File: config.mk
export PLATFORM = sky130hd
export DESIGN_NAME = sigma_mem_arbiter
export DESIGN_NICKNAME = d
export VERILOG_FILES = /design/src/rtl/sigma_mem_arbiter_pkg.sv /design/src/rtl/sigma_arb_idfifo.sv /design/src/rtl/sigma_mem_arbiter.sv
export SDC_FILE = /design/constraint.sdc
export NUM_CORES = 1
export LEC_CHECK = 0
export ABC_AREA = 1
export BUFFER_PORTS_ARGS = -buffer_cell sky130_fd_sc_hd__buf_2
export CAP_MARGIN = 10
export CELL_PAD_IN_SITES_DETAIL_PLACEMENT = 0
export CELL_PAD_IN_SITES_GLOBAL_PLACEMENT = 1
export CORE_AREA = 2 2 110 112
export DETAILED_ROUTE_END_ITERATION = 8
export DIE_AREA = 0 0 112 114
export GPL_TIMING_DRIVEN = 0
export PLACE_DENSITY = 0.88
export RECOVER_POWER = 50
export SYNTH_ARGS = -nofsm -noshare
export SYNTH_HDL_FRONTEND = slang
export SYNTH_HIERARCHICAL = 1
export SYNTH_SLANG_ARGS = --single-unit
File: constraint.sdc
create_clock -name clk_i -period 5.5 [get_ports clk_i]
set_input_delay 0.275 -clock clk_i [delete_from_list [all_inputs] [get_ports clk_i]]
set_output_delay 0.275 -clock clk_i [all_outputs]
set_load 0.02 [all_outputs]
File: src/rtl/sigma_mem_arbiter_pkg.sv
// Shared widths and the round-robin pick helper for the sigma memory arbiter.
// The helper works on a fixed maximum width so any master count up to eight can use it.
package sigma_mem_arbiter_pkg;

  localparam int MEM_AW      = 32;
  localparam int MEM_DW      = 32;
  localparam int MEM_BEW     = 4;
  localparam int MAX_MASTERS = 8;

  // One-hot grant of the first set request at or above ptr, wrapping modulo n.
  function automatic logic [MAX_MASTERS-1:0] rr_pick(input logic [MAX_MASTERS-1:0] req,
                                                     input int unsigned n,
                                                     input int unsigned ptr);
    logic [MAX_MASTERS-1:0] grant;
    logic                   found;
    int unsigned            idx;
    grant = '0;
    found = 1'b0;
    for (int unsigned off = 0; off < MAX_MASTERS; off++) begin
      if (off < n) begin
        idx = ptr + off;
        if (idx >= n) idx = idx - n;
        if (!found && req[idx]) begin
          grant[idx] = 1'b1;
          found      = 1'b1;
        end
      end
    end
    return grant;
  endfunction

endpackage

File: src/rtl/sigma_arb_idfifo.sv
// In-order FIFO of master IDs for reads that were accepted but not yet answered.
// Pointers carry one extra MSB so full and empty differ only in that wrap bit.
module sigma_arb_idfifo #(
  parameter int WIDTH = 1,
  parameter int DEPTH = 4
) (
  input  logic             clk_i,
  input  logic             rst_n_i,
  input  logic             push,
  input  logic             pop,
  input  logic [WIDTH-1:0] wdata,
  output logic [WIDTH-1:0] rdata,
  output logic             full,
  output logic             empty
);

  localparam int AW = $clog2(DEPTH);

  logic [WIDTH-1:0] mem [DEPTH];
  logic [AW:0]      wr_ptr;
  logic [AW:0]      rd_ptr;

  // NOTE: the storage array has no reset; only the pointers decide what is valid.
  always_ff @(posedge clk_i) begin
    if (push && !full) mem[wr_ptr[AW-1:0]] <= wdata;
  end

  // NOTE: state is updated with non-blocking assignments so every flop samples pre-edge values.
  always_ff @(posedge clk_i or negedge rst_n_i) begin
    if (!rst_n_i) begin
      wr_ptr <= '0;
      rd_ptr <= '0;
    end else begin
      if (push && !full) wr_ptr <= wr_ptr + 1'b1;
      if (pop && !empty) rd_ptr <= rd_ptr + 1'b1;
    end
  end

  assign empty = (wr_ptr == rd_ptr);
  assign full  = (wr_ptr[AW] != rd_ptr[AW]) && (wr_ptr[AW-1:0] == rd_ptr[AW-1:0]);
  assign rdata = mem[rd_ptr[AW-1:0]];

endmodule

File: src/rtl/sigma_mem_arbiter.sv
// Round-robin arbiter sharing one MemSplit32 slave port among several masters,
// with a grant lock while the slave stalls and in-order read response steering.
module sigma_mem_arbiter
  import sigma_mem_arbiter_pkg::*;
#(
  parameter int NUM_MASTERS    = 2,
  parameter int RD_OUTSTANDING = 4
) (
  input  logic                           clk_i,
  input  logic                           rst_n_i,
  input  logic [NUM_MASTERS-1:0]         m_req_i,
  output logic [NUM_MASTERS-1:0]         m_ack_o,
  input  logic [NUM_MASTERS*MEM_AW-1:0]  m_addr_i,
  input  logic [NUM_MASTERS-1:0]         m_we_i,
  input  logic [NUM_MASTERS*MEM_DW-1:0]  m_wdata_i,
  input  logic [NUM_MASTERS*MEM_BEW-1:0] m_be_i,
  output logic [NUM_MASTERS-1:0]         m_resp_o,
  output logic [MEM_DW-1:0]              m_rdata_o,
  output logic                           s_req_o,
  input  logic                           s_ack_i,
  output logic [MEM_AW-1:0]              s_addr_o,
  output logic                           s_we_o,
  output logic [MEM_DW-1:0]              s_wdata_o,
  output logic [MEM_BEW-1:0]             s_be_o,
  input  logic                           s_resp_i,
  input  logic [MEM_DW-1:0]              s_rdata_i,
  output logic                           err_o
);

  localparam int IDW = (NUM_MASTERS > 1) ? $clog2(NUM_MASTERS) : 1;

  logic [IDW-1:0]         rr_ptr;
  logic                   lock_valid;
  logic [IDW-1:0]         lock_idx;
  logic [MAX_MASTERS-1:0] elig;
  logic [MAX_MASTERS-1:0] pick;
  logic [MAX_MASTERS-1:0] grant;
  logic [IDW-1:0]         grant_idx;
  logic                   handshake;
  logic                   fifo_full;
  logic                   fifo_empty;
  logic                   fifo_push;
  logic                   fifo_pop;
  logic [IDW-1:0]         fifo_head;

  // NOTE: every signal gets a default at the top of the block so no path can infer a latch.
  always_comb begin
    elig = '0;
    for (int k = 0; k < NUM_MASTERS; k++)
      elig[k] = m_req_i[k] & (m_we_i[k] | ~fifo_full);
    pick  = rr_pick(elig, NUM_MASTERS, 32'(rr_ptr));
    grant = '0;
    // A held lock pins the grant; if its master gives up, nobody is granted this cycle.
    if (!rst_n_i)        grant = '0;
    else if (lock_valid) grant[lock_idx] = m_req_i[lock_idx];
    else                 grant = pick;
  end

  always_comb begin
    grant_idx = '0;
    s_addr_o  = '0;
    s_we_o    = 1'b0;
    s_wdata_o = '0;
    s_be_o    = '0;
    for (int k = 0; k < NUM_MASTERS; k++) begin
      if (grant[k]) begin
        grant_idx = IDW'(k);
        s_addr_o  = m_addr_i[k*MEM_AW +: MEM_AW];
        s_we_o    = m_we_i[k];
        s_wdata_o = m_wdata_i[k*MEM_DW +: MEM_DW];
        s_be_o    = m_be_i[k*MEM_BEW +: MEM_BEW];
      end
    end
  end

  assign s_req_o   = |grant;
  assign handshake = s_req_o & s_ack_i;
  assign m_ack_o   = grant[NUM_MASTERS-1:0] & {NUM_MASTERS{handshake}};
  assign fifo_push = handshake & ~s_we_o;
  assign fifo_pop  = s_resp_i & ~fifo_empty;
  assign m_rdata_o = s_rdata_i;

  always_comb begin
    m_resp_o = '0;
    for (int k = 0; k < NUM_MASTERS; k++)
      m_resp_o[k] = fifo_pop && (fifo_head == IDW'(k));
  end

  always_ff @(posedge clk_i or negedge rst_n_i) begin
    if (!rst_n_i) begin
      rr_ptr     <= '0;
      lock_valid <= 1'b0;
      lock_idx   <= '0;
      err_o      <= 1'b0;
    end else begin
      if (handshake) begin
        rr_ptr     <= (grant_idx == IDW'(NUM_MASTERS - 1)) ? '0 : grant_idx + 1'b1;
        lock_valid <= 1'b0;
      end else if (s_req_o) begin
        lock_valid <= 1'b1;
        lock_idx   <= grant_idx;
      end else begin
        lock_valid <= 1'b0;
      end
      if (s_resp_i && fifo_empty) err_o <= 1'b1;
    end
  end

  sigma_arb_idfifo #(
    .WIDTH (IDW),
    .DEPTH (RD_OUTSTANDING)
  ) u_idfifo (
    .clk_i   (clk_i),
    .rst_n_i (rst_n_i),
    .push    (fifo_push),
    .pop     (fifo_pop),
    .wdata   (grant_idx),
    .rdata   (fifo_head),
    .full    (fifo_full),
    .empty   (fifo_empty)
  );

endmodule

==> reports/metrics.csv, run 1 <==
stage;metric;value;unit
sta;Layout Skew;2.357;ps
route;1st-iter DRT viols;102;
cts;Skew-Pair Late Insertion Delay;240;ps
flow_run;maxcap violations;1;
power_and_ir_drop;VDD IR-drop max;0.1084;mV
cts;CTS max path bufs;2;
cts;htree depth;1;
cts;Resized cells post-CTS;0;
sta;max_slew headroom;-15.28;%
floorplanning;Core ar.;0.01171;sq mm
worst_setup_path;Worst Path Buf+Inv;5;
route;drt via density;4.062;
grt;grt ovf;0;
floorplanning;Chip Width;112;microns
floorplanning;die area;0.01277;sq mm
worst_setup_path;FF-to-FF Start;u_idfifo/wr_ptr[1];
grt;vias in the first global route;2796;
yosys;Syn Area/Cell;5.710;sq um
worst_setup_path;crit-path cells;dlygate4sd3_1 -> clkbuf_1 -> inv_1 -> a21oi_1 -> a21boi_0 -> buf_6 -> nand2_1 -> nand2_1 -> buf_2;
route;drc violations;0;
place;pre-CTS setup slack;2897;ps
worst_setup_path;crit path max fanout;11;
place;Port Buffers;250;
yosys;register bit total from synthesis;14;
sta;Fin. Hold Viols;0;
run_status;failing checks;capacitance limit, slew limit;
floorplanning;num rows;40;
min_path;worst hold path type;input pin to flip-flop;
worst_setup_path;CP Capture Type;output pin;
worst_setup_path;CP max-delay cell;a21boi_0;
route;Final ANT Viol Nets;0;
sta;TNS Setup;0;ps
final_layout;fill cell count;1382;
power_and_ir_drop;Leakage Power;2.283;nW
cts;CTS tree;done;
route;WL per Instance;12.32;microns
cts;CTS clk-pin slew, worst paths;50;ps
final_layout;ANT cells;0;
yosys;Area contributors post-synth;nand2_1, nand3_1, buf_4;
min_path;HP Start;s_resp_i;
yosys;Seq/Total Area, Yosys;17.25;%
sta;Final min period;3805;ps
grt;initial antenna violation count;0;
yosys;syn_nets;557;
grt;GRT Total Usage;13.30;%
grt;first-pass GRT wire length;13810;microns
yosys;Synthesis Warnings;6;
sta;WHS;252.9;ps
worst_setup_path;crit path kind;input pin to output pin;
cts;CTS Sinks;14;
route;WL final;9582;microns
final_layout;Final nets;813;
sta;max-slew violation count;9;
run_status;status;complete, but fails checks;
sta;fin worst setup slack;1695;ps
floorplanning;Die Ht;114;microns
route;drt first pass iters;4;
grt;largest net degree at the start of global routing;14;
worst_setup_path;Crit path largest cell delay;1330;ps
yosys;mapped cell area;0.002147;sq mm
yosys;post-synthesis cell count;376;
worst_setup_path;Crit. Startpoint;rst_n_i;
place;GP Congestion;0.7755;
worst_setup_path;Critical Path Most Common Cell;nand2_1;
cts;Root Driver;clkbuf_16;
yosys;Synth area leader;nand2_1;
sta;RSZ-0062 raised after global routing;false;
cts;Num CTS Buffers;3;
place;DP HPWL;8069;microns
floorplanning;IO Count;283;
yosys;post-synth cell types;27;
final_layout;ratio of cells with drive above 1 in the final layout;41.20;%
final_layout;post-synthesis to final-layout area growth;67.48;%
power_and_ir_drop;pwr/cell area;338.7;mW/mm^2
worst_setup_path;critical path required time;5220;ps
sta;FMAX;262.8;MHz
floorplanning;Starting Density;18.33;%
sta;worst-margin pin slew;1714;ps
yosys;top-area cell type share of the netlist area;30.42;%
worst_setup_path;Critical Path AT;3530;ps
worst_setup_path;CP Launch Type;input pin;
worst_setup_path;kind of cell adding the most delay to the critical path;buffers and inverters;
sta;final setup violation count;0;
route;total number of vias;3160;
sta;Final period util;69.19;%
[cells by family (layout without fill, tap and decap cells)]
group                    Yosys count  after routing  share of synthesized area, %
buffers and inverters             76            331                         21.79
AO/OA/AOI/OAI                     10             10                         3.264
adder cells (fa/ha/maj)            5              5                         2.914
flip-flops                        14             14                         17.25
AND/OR/NAND/NOR                  269            269                         53.61
XOR/XNOR                           2              2                         1.166
[power by group]
part | total, mW | leakage (nW) | switching (mW) | internal (mW)
Sequential | 0.180 | 0.158 | 0.0367 | 0.144
Clock | 0.137 | 0.0385 | 0.0412 | 0.0961
Combinational | 0.900 | 2.09 | 0.590 | 0.310
[sequential cells by signal, summed over array words and instances (netlist names)]
name,cells
lock_valid,1
u_idfifo/wr_ptr,3
rr_ptr,1
lock_idx,1
u_idfifo/mem,4
u_idfifo/rd_ptr,3
err_o,1
[worst paths after layout]
kind	end	slack [ps]	depth (start not counted)
setup / recovery	s_addr_o[10]	1690	9
hold / removal	err_o	250	2
setup reg to reg	u_idfifo/mem[3]	2100	16
hold reg to reg	err_o	460	1
max in group asynchronous	u_idfifo/rd_ptr[0]	4520	2
min in group asynchronous	err_o	570	2
[worst register-to-register path: stages, from the launching register on]
cell and delay (ps):
dfrtp_1 430, inv_1 120, nand2_1 60, nand2_1 110, nand3_4 130, inv_1 130
nand2_1 60, nand3_1 90, nand2_1 80, a21boi_0 1280, nand2_1 80, o21ai_0 190
nor2_1 160, nand2_1 80, inv_1 50, nand2_1 80, inv_1 50
[cell usage after synthesis (all sizes together)]
cell type	n
nor3	1
a21oi	3
o22ai	1
buf	48
a21boi	2
edfxtp	4
nor2	11
nand2	177
xor2	1
inv	23
a21o	1
clkbuf	5
nor3b	1
nand3	79
xnor2	1
o21ai	3
ha	5
dfrtp	10
[metrics by stage]
step,util (%),instances,power [mW],cell area (sq um)
finish,30.71,778,1.218,3596
global route,30.71,778,1.343,3596
CTS,31.35,778,1.255,3671
detailed placement,30.59,773,1.112,3582
global placement,30.59,773,1.110,3582
floorplan,-,376,0.7996,2147
[cell type report]
cell class	count	area (sq um)	share of cell area, %
inverters	23	86.33	2.401
clock inverters	1	3.754	0.1044
plain buffers	53	377.9	10.51
flip-flops and latches	14	370.4	10.30
clock buffers	3	75.07	2.088
well taps	147	183.9	5.115
multi-input cells	286	1287	35.80
repair buffers	251	1211	33.68
[layer usage]
layer	vias to the layer above	wire length [microns]	global-route usage, %
met5	-	0	0
met4	0	27	1.220
met3	2	718	2.763
met2	138	4887	24.73
met1	1354	3948	16.46
li1	1666	-	-
[what timing repair did]
| item | in CTS | in global routing |
|---|---|---|
| endpoints found under the hold margin | 10 | 0 |
| buffers inserted | 0 | 0 |
| hold buffers | 1 | 0 |
[cell usage in the layout, fill, tap and decap left out, types with 7 or more instances in the layout]
cell	instances
nand3_1	77
buf_4	33
nand2_1	175
inv_1	23
clkbuf_1	46
nor2_1	11
dfrtp_1	10
buf_6	7
buf_2	212
Power figures use the tool's default switching activity.
==> run 2, diff against run 1 <==
--- a/config.mk
+++ b/config.mk
@@ -10,11 +10,10 @@
 export CAP_MARGIN = 10
 export CELL_PAD_IN_SITES_DETAIL_PLACEMENT = 0
 export CELL_PAD_IN_SITES_GLOBAL_PLACEMENT = 1
-export CORE_AREA = 2 2 110 112
+export CORE_UTILIZATION = 18
 export DETAILED_ROUTE_END_ITERATION = 8
-export DIE_AREA = 0 0 112 114
 export GPL_TIMING_DRIVEN = 0
-export PLACE_DENSITY = 0.88
+export PLACE_DENSITY = 0.85
 export RECOVER_POWER = 50
 export SYNTH_ARGS = -nofsm -noshare
 export SYNTH_HDL_FRONTEND = slang
==> constraint.sdc (replaced) <==
create_clock -name clk_i -period 3.7 [get_ports clk_i]
set_input_delay 0.185 -clock clk_i [delete_from_list [all_inputs] [get_ports clk_i]]
set_output_delay 0.185 -clock clk_i [all_outputs]
set_load 0.02 [all_outputs]
==> reports/metrics.csv, run 2 (synthesis gave the netlist of run 1 again) <==
stage;metric;value;unit
run_status;status;complete, but fails checks;
run_status;failing checks;DRC;
grt;largest net degree at the start of global routing;14;
route;1st-iter DRT viols;131;
place;placed inst area;0.003577;sq mm
sta;final setup violation count;0;
final_layout;Final Non-Filler Cells;774;
worst_setup_path;crit path kind;input pin to output pin;
floorplanning;IO Count;283;
final_layout;most frequent cells in the layout;buf_2, nand2_1, nand3_1, clkbuf_1, buf_4;
power_and_ir_drop;Leakage Power;2.290;nW
cts;Root Driver;clkbuf_16;
grt;first-pass GRT wire length;13930;microns
floorplanning;num rows;39;
sta;FMAX;333.8;MHz
power_and_ir_drop;VDD IR-drop max;0.1811;mV
flow_run;maxcap violations;0;
sta;Fin. Hold Viols;0;
cts;CTS Sinks;14;
floorplanning;Die Ht;111.2;microns
final_layout;ANT cells;0;
sta;max-slew violation count;0;
route;drc violations;28;
final_layout;final instance area;0.003600;sq mm
route;total number of vias;3143;
sta;TNS Setup;0;ps
sta;Layout Skew;1.814;ps
worst_setup_path;critical path required time;3510;ps
grt;GRT Total Usage;13.88;%
cts;Skew-Pair Late Insertion Delay;250;ps
sta;max_slew headroom;57.30;%
min_path;worst hold path type;input pin to flip-flop;
worst_setup_path;Critical Path AT;2810;ps
floorplanning;Chip Width;111.2;microns
min_path;HP Start;s_resp_i;
worst_setup_path;CP Launch Type;input pin;
grt;grt ovf;0;
sta;Final min period;2996;ps
final_layout;Final nets;813;
final_layout;fill cell count;1319;
cts;Num CTS Buffers;3;
place;placed insts;769;
grt;vias in the first global route;2842;
place;GP Congestion;0.7870;
sta;Final period util;80.98;%
final_layout;max reg flops;4;
grt;initial antenna violation count;0;
route;drt via density;4.061;
place;Port Buffers;250;
final_layout;post-synthesis to final-layout area growth;67.66;%
final_layout;ratio of cells with drive above 1 in the final layout;41.52;%
floorplanning;die area;0.01237;sq mm
sta;RSZ-0062 raised after global routing;false;
cts;CTS max path bufs;2;
cts;htree depth;1;
route;drt first pass iters;6;
worst_setup_path;FF-to-FF Start;u_idfifo/wr_ptr[1];
floorplanning;Starting Density;18.64;%
final_layout;Core Util, Final;31.26;%
route;WL final;8999;microns
worst_setup_path;CP Capture Type;output pin;
route;WL per Instance;11.63;microns
cts;CTS tree;done;
power_and_ir_drop;Power, Total;1.819;mW
worst_setup_path;Crit. Startpoint;rst_n_i;
route;Final ANT Viol Nets;0;
place;DP HPWL;7345;microns
power_and_ir_drop;pwr/cell area;505.3;mW/mm^2
final_layout;most common cell after layout, fill and taps aside;buf_2;
worst_setup_path;crit path max fanout;13;
cts;CTS clk-pin slew, worst paths;50;ps
sta;worst-margin pin slew;638.1;ps
floorplanning;Core ar.;0.01152;sq mm
==> run 2: cell types whose count changed in the layout (fill, tap and decap cells not counted), sizes merged <==
cell    before  now
buf        257  256
clkbuf      49   51
clkinv       1    0
==> run 2: power by group <==
group          total (mW)  leakage, nW  switching, mW  internal (mW)
combinational        1.34         2.09          0.877          0.460
clock               0.210       0.0382         0.0640          0.146
sequential          0.272        0.158         0.0581          0.214
total                1.82         2.29           1.00          0.819
==> run 2: layout make-up <==
cell class	count	area [sq um]	share of cell area [%]
sequential	14	370.4	10.29
clock buffer	4	78.83	2.190
buffer	53	374.1	10.39
inverter	23	86.33	2.398
tap	143	178.9	4.970
multi-input combinational	286	1299	36.08
timing repair buffer	251	1212	33.68
==> run 2: worst paths after layout <==
check                                endpoint  slack (ps)  cells past startpoint
min in group asynchronous  u_idfifo/rd_ptr[0]         460                      2
max in group asynchronous              rr_ptr        2830                      2
max reg2reg                   u_idfifo/mem[3]        1070                     17
min                                     err_o         150                      2
max                              s_addr_o[24]         700                      9
min reg2reg                             err_o         450                      1
==> run 2: metrics by stage <==
step	hold WS, ps	setup WS, ps
4_1_cts	151.6	847.3
5_1_grt	168.9	356.5
3_3_place_gp	73.32	1073
3_5_place_dp	75.23	1009
2_1_floorplan	-110.6	1203
6_report	153.3	703.8
==> run 2: worst max-delay path: stages <==
cell and delay, ps:
dlygate4sd3_1 520, clkbuf_1 480, inv_1 130, a21oi_1 210
a21boi_4 460, clkbuf_1 470, nand2_1 110, nand2_1 80
buf_2 160
==> run 2: metal layers <==
metal  vias to the layer above  routed length (microns)  track usage [%]
met4                         0                       64            2.883
met2                       137                     4171            23.17
met5                         -                        0                0
met3                         5                      678            2.296
met1                      1333                     4084            18.70
li1                       1668                        -                -
==> run 2: repair_timing <==
action | 4_1_cts | 5_1_grt
gates resized for setup | 0 | 0
buffers inserted | 0 | 0
hold buffers | 1 | 0
endpoints found under the hold margin | 10 | 0
